<file path="src/rtl/core_pkg.sv">
// Shared core definitions: the NOP encoding, the opcode enum used by
// decode_control, and the {pc, inst} entry held by the fetch queue.
package core_pkg;

    localparam int XLEN = 32;

    localparam logic [31:0] NOP_INST = 32'h0000_0013;

    typedef enum logic [6:0] {
        OP_LOAD   = 7'b000_0011,
        OP_IMM    = 7'b001_0011,
        OP_AUIPC  = 7'b001_0111,
        OP_STORE  = 7'b010_0011,
        OP_REG    = 7'b011_0011,
        OP_LUI    = 7'b011_0111,
        OP_BRANCH = 7'b110_0011,
        OP_JALR   = 7'b110_0111,
        OP_JAL    = 7'b110_1111,
        OP_SYSTEM = 7'b111_0011
    } inst_type;

    typedef struct packed {
        logic [XLEN-1:0] pc;
        logic [XLEN-1:0] inst;
    } fetch_entry_t;

    localparam int ENTRY_W = $bits(fetch_entry_t);

endpackage

</file>
<file path="src/rtl/fetch_queue_mem.sv">
// Entry storage for the fetch queue: DEPTH x fetch_entry_t registers with one
// synchronous write port and one asynchronous read port. Not reset; validity
// is tracked by the pointers in fetch_queue.
module fetch_queue_mem
    import core_pkg::*;
#(
    parameter int DEPTH = 4,
    parameter int AW    = $clog2(DEPTH)
) (
    input  logic               clk,
    input  logic               wr_en,
    input  logic [AW-1:0]      wr_addr,
    input  logic [ENTRY_W-1:0] wr_data,
    input  logic [AW-1:0]      rd_addr,
    output logic [ENTRY_W-1:0] rd_data
);

    fetch_entry_t mem [DEPTH];

    // Write the incoming entry into the slot addressed by the write pointer
    always_ff @(posedge clk) begin
        if (wr_en) begin
            mem[wr_addr] <= fetch_entry_t'(wr_data);
        end
    end

    assign rd_data = mem[rd_addr];

endmodule

</file>
<file path="src/rtl/fetch_queue.sv">
// Instruction queue between fetch and decode. Buffers {pc, inst} pairs and
// presents the head entry (with its opcode) to decode_control, absorbs decode
// stalls, clears on redirect and pulses clear_invalid_counter after reset and
// after every flush.
// Optional build macro: FETCH_QUEUE_BYPASS_EN (zero-latency empty-queue bypass).
module fetch_queue
    import core_pkg::*;
#(
    parameter int DEPTH = 4,
    parameter int XLEN  = 32
) (
    input  logic                   clk,
    input  logic                   reset,
    input  logic                   flush,
    input  logic                   in_valid,
    output logic                   in_ready,
    input  logic [XLEN-1:0]        in_pc,
    input  logic [XLEN-1:0]        in_inst,
    output logic                   out_valid,
    input  logic                   out_ready,
    output logic [XLEN-1:0]        out_pc,
    output logic [XLEN-1:0]        out_inst,
    output logic [6:0]             out_opcode,
    output logic                   out_inst_legal,
    output logic                   clear_invalid_counter,
    output logic [$clog2(DEPTH):0] count
);

    localparam int AW = $clog2(DEPTH);
    localparam logic [AW:0] ONE = 1;

    logic [AW:0]        wr_ptr;
    logic [AW:0]        rd_ptr;
    logic [AW:0]        count_q;
    logic               full;
    logic               empty;
    logic               push;
    logic               pop;
    logic               wr_en;
    logic               rd_en;
    logic               bypass_active;
    logic               bypass_take;
    logic               was_reset;
    logic               was_flush;
    logic [ENTRY_W-1:0] rd_data;
    fetch_entry_t       wr_entry;
    fetch_entry_t       head;

    assign full  = (wr_ptr[AW-1:0] == rd_ptr[AW-1:0]) && (wr_ptr[AW] != rd_ptr[AW]);
    assign empty = (wr_ptr == rd_ptr);

    assign in_ready = ~reset & ~full;
    assign push     = in_valid & in_ready;
    assign pop      = out_valid & out_ready;

`ifdef FETCH_QUEUE_BYPASS_EN
    assign bypass_active = empty & ~flush & ~reset;
    assign bypass_take   = bypass_active & in_valid & out_ready;
`else
    assign bypass_active = 1'b0;
    assign bypass_take   = 1'b0;
`endif

    // A bypassed entry goes straight to decode and never touches storage
    assign wr_en = push & ~bypass_take & ~flush;
    assign rd_en = pop & ~empty & ~flush;

    assign wr_entry = '{pc: in_pc, inst: in_inst};
    assign head     = fetch_entry_t'(rd_data);

    fetch_queue_mem #(
        .DEPTH (DEPTH),
        .AW    (AW)
    ) u_mem (
        .clk     (clk),
        .wr_en   (wr_en),
        .wr_addr (wr_ptr[AW-1:0]),
        .wr_data (wr_entry),
        .rd_addr (rd_ptr[AW-1:0]),
        .rd_data (rd_data)
    );

    // Pointer and occupancy update; reset and flush both empty the queue
    always_ff @(posedge clk) begin
        if (reset || flush) begin
            wr_ptr  <= '0;
            rd_ptr  <= '0;
            count_q <= '0;
        end else begin
            if (wr_en) begin
                wr_ptr <= wr_ptr + ONE;
            end
            if (rd_en) begin
                rd_ptr <= rd_ptr + ONE;
            end
            case ({wr_en, rd_en})
                2'b10:   count_q <= count_q + ONE;
                2'b01:   count_q <= count_q - ONE;
                default: count_q <= count_q;
            endcase
        end
    end

    // Remember last cycle's reset/flush so decode gets its clear pulse
    always_ff @(posedge clk) begin
        was_reset <= reset;
        was_flush <= flush & ~reset;
    end

    assign clear_invalid_counter = ~reset & (was_reset | was_flush);
    assign count                 = count_q;

    // Head presentation: bypass when enabled, else storage or NOP when empty
    always_comb begin
        out_valid = ~empty;
        out_pc    = head.pc;
        out_inst  = head.inst;
        if (bypass_active) begin
            out_valid = in_valid;
            out_pc    = in_valid ? in_pc : '0;
            out_inst  = in_valid ? in_inst : NOP_INST;
        end else if (empty) begin
            out_pc   = '0;
            out_inst = NOP_INST;
        end
    end

    assign out_opcode     = out_inst[6:0];
    assign out_inst_legal = (out_inst[1:0] == 2'b11) & out_valid;

endmodule

</file>
<file path="config.mk">
export PLATFORM = sky130hd
export DESIGN_NAME = fetch_queue
export DESIGN_NICKNAME = d
export VERILOG_FILES = /design/src/rtl/core_pkg.sv /design/src/rtl/fetch_queue_mem.sv /design/src/rtl/fetch_queue.sv
export SDC_FILE = /design/constraint.sdc
export NUM_CORES = 1
export LEC_CHECK = 0
export CAP_MARGIN = 0
export CORE_UTILIZATION = 50
export CTS_BUF_LIST = sky130_fd_sc_hd__clkbuf_4 sky130_fd_sc_hd__clkbuf_8
export CTS_CLUSTER_DIAMETER = 100
export CTS_CLUSTER_SIZE = 20
export DETAILED_ROUTE_END_ITERATION = 16
export PLACE_DENSITY = 0.74
export SETUP_SLACK_MARGIN = 0.02
export SYNTH_ARGS = -nofsm -noshare
export SYNTH_HDL_FRONTEND = slang
export SYNTH_SLANG_ARGS = --single-unit
</file>
<file path="constraint.sdc">
create_clock -name clk -period 6.25 [get_ports clk]
set_clock_uncertainty 0.05 [all_clocks]
set_input_delay 0.625 -clock clk [delete_from_list [all_inputs] [get_ports clk]]
set_output_delay 0.625 -clock clk [all_outputs]
set_load 0.005 [all_outputs]
</file>
==> impl_summary.log <==
[metrics] Final min period: 3850 ps
[metrics] highest clock rate: 0.260 GHz
[metrics] flip-flop and latch count after synthesis: 269
[metrics] number of search-and-repair iterations in the first detailed-routing pass: 4
[metrics] overall power consumption: 0.00301 W
[metrics] top cells by count, synth: 256 x sky130_fd_sc_hd__edfxtp_1, 64 x sky130_fd_sc_hd__mux4_2, 61 x sky130_fd_sc_hd__and2_1
[metrics] CTS H-tree lvls: 1
[metrics] worst-case headroom to the max-slew limit: 32.3%
[metrics] wirelength, routed: 19.3 mm
[metrics] ANT nets after route: 0
[metrics] area of the placeable core: 0.0205 mm^2
[metrics] number of flops mapped to enable cells by yosys: 256
[metrics] post-detailed-placement half-perimeter wirelength: 11.1 mm
[metrics] RSZ-0062 raised after global routing: no
[metrics] Crit Path Class: register to primary output
[metrics] global-route wire length before repair: 30.4 mm
[metrics] antenna violations before repair: 1
[metrics] utilization after layout: 61.0%
[metrics] I/O Pins: 147
[metrics] Row Count: 52
[metrics] setup slack after placement: 2800 ps
[metrics] nets: 720
[metrics] Critical R2R Launch: wr_ptr[1]
[metrics] Post-Route Setup TNS: 0 ps
[metrics] CTS Root Cell: sky130_fd_sc_hd__clkbuf_8
[metrics] count of warnings emitted by yosys: 0
[metrics] # resized after CTS: 0
[metrics] share of the yosys chip area belonging to registers: 74.9%
[metrics] outcome: complete, no violations
[metrics] Total GRT Usage: 18.3%
[metrics] DIE WIDTH: 148 um
[metrics] drt first-iter violations: 313
[metrics] drt via density: 5.51
[metrics] type of destination of the critical path: primary output
[metrics] P&R area growth vs syn: 17.9%
[metrics] number of endpoints with negative hold slack in the final report: 0
[metrics] crit start category: register
[metrics] kind of path behind the tightest hold check: register to register
[metrics] Worst-Margin Slew: 1020 ps
[metrics] biggest area contributors in the synthesized netlist: sky130_fd_sc_hd__edfxtp_1 72%, sky130_fd_sc_hd__mux4_2 14%, sky130_fd_sc_hd__and2_1 3.6%
[metrics] fin worst setup slack: 2400 ps
[metrics] Final Max Tran Viols: 0
[metrics] most used flip-flop cell after synthesis: sky130_fd_sc_hd__edfxtp_1
[metrics] Netlist cell types: 37
[metrics] start point of the worst min-delay path: count[2]
[metrics] critical path data required time: 5570 ps
[metrics] IO Port Bufs: 146
[metrics] Die ar.: 0.0218 mm^2
[metrics] final setup violation count: 0
[metrics] ys async rst share: 0%
[metrics] aggregate global routing overflow: 0
[metrics] DR DRC count: 0
[metrics] height of the die: 148 um
[metrics] setup repair bufs after CTS: 0
[metrics] cell with the most instances after synthesis: sky130_fd_sc_hd__edfxtp_1
[metrics] max capacitance violation total: 0
[metrics] average wire length per cell after detail routing: 21.1 um
[metrics] Static Leak: 3.83 nW
[metrics] overall via count from detail_route: 5062
[metrics] Inserted Clock Buffers: 17
[metrics] Arr. time, crit path: 3180 ps
[metrics] CP Max Fanout: 39
[metrics] fraction of synthesized cell area taken by the top area cell type: 72.5%
[metrics] number of hold buffers added after cts: 0
[metrics] PwrDens: 241 mW/mm^2
[metrics] portion of the clock cycle consumed by the worst path in the final layout: 61.6%
[metrics] CTS clk-pin slew, worst paths: 110 ps
[metrics] TritonCTS Sinks: 269
[metrics] maximum vdd drop: 0.212 mV
[metrics] maximum number of pins on one net before global-route repair: 65
[metrics] synthesized instance count: 509
[metrics] CTS tree: done
[metrics] net count of the mapped netlist: 585
[metrics] number of global-route vias before repair: 5609
[metrics] cell area after synthesis: 0.0106 mm^2
[metrics] cell type with the largest total area after synthesis: sky130_fd_sc_hd__edfxtp_1
[metrics] layout cells sized above 1: 16.2%
[metrics] Skew-Pair Late Insertion Delay: 510 ps
[metrics] GP Congestion: 0.756
[metrics] Initial Util: 51.8%
[metrics] mean instance size in the synthesized netlist: 20.8 um^2
[metrics] n_diodes: 0
[metrics] number of buffers on the longest clock path: 3
cell families (layout without fill, tap and decap cells):
logic type      after synthesis  after routing  synth area share [%]
fa+ha+maj                     7              7                 0.897
compound gates               19             19                  1.14
buf+inv                      38            177                  2.43
flops                       269            269                  74.9
simple gates                104            104                  6.10
xor+xnor                      8              8                 0.909
mux                          64             64                  13.6
stage by stage:
stage	hold slack, ps	instance area [um^2]	cells
2_1_floorplan	425	10600	509
3_5_place_dp	477	12200	895
4_1_cts	497	12500	918
5_1_grt	516	12500	918
6_report	493	12500	918
3_3_place_gp	419	12200	895
report_power, final:
group / internal (W) / switching, W / leakage, nW
logic: 0.000131 / 0.0000907 / 1.26
registers: 0.00199 / 0.0000110 / 2.42
clock network: 0.000287 / 0.000505 / 0.152
total: 0.00241 / 0.000607 / 3.83
cell usage in the layout, fill, tap and decap left out, drive strengths merged, types with 6 or more instances in the layout:
| cell | netlist | final |
|---|---|---|
| a21oi | 6 | 6 |
| a31oi | 6 | 6 |
| and2 | 61 | 61 |
| and3 | 7 | 7 |
| clkbuf | 8 | 22 |
| clkdlybuf4s50 | 0 | 146 |
| dfxtp | 13 | 13 |
| edfxtp | 256 | 256 |
| ha | 6 | 6 |
| inv | 6 | 6 |
| mux4 | 64 | 64 |
per-layer routing:
layer	global-route usage (%)	up-vias	wire, um	share of wire [%]
met3	3.36	18	1080	5.6
met2	32.6	147	10100	52
met1	23.6	2602	7890	41
li1	-	2293	-	-
met4	3.71	2	204	1.1
met5	0	-	13	0.067
critical path, stage by stage (launching register included):
cell and delay [ps]:
sky130_fd_sc_hd__dfxtp_4 870, sky130_fd_sc_hd__buf_4 580, sky130_fd_sc_hd__mux4_2 590, sky130_fd_sc_hd__and2_1 170, sky130_fd_sc_hd__clkdlybuf4s50_1 440
sequential cells by signal, summed over array words and instances (netlist names), named ones only:
name,cells
was_flush,1
was_reset,1
rd_ptr,3
wr_ptr,3
u_mem.mem,256
count,3
area by class of cell:
| type | instances | area (um^2) |
|---|---|---|
| clock buffers | 22 | 272 |
| well taps | 270 | 338 |
| multi-input cells | 202 | 2420 |
| clock inverters | 1 | 16.3 |
| fillers | 1485 | 7990 |
| repair buffers | 148 | 1480 |
| inverters | 6 | 27.5 |
| flip-flops and latches | 269 | 7960 |
worst paths after layout:
kind                                    end  slack (ps)  depth (start not counted)
worst min register to register     count[2]         490                          2
worst max register to register     count[2]        3390                          9
worst max-delay path            out_inst[7]        2400                          4
worst min-delay path               count[2]         490                          2
Power figures use the tool's default switching activity.
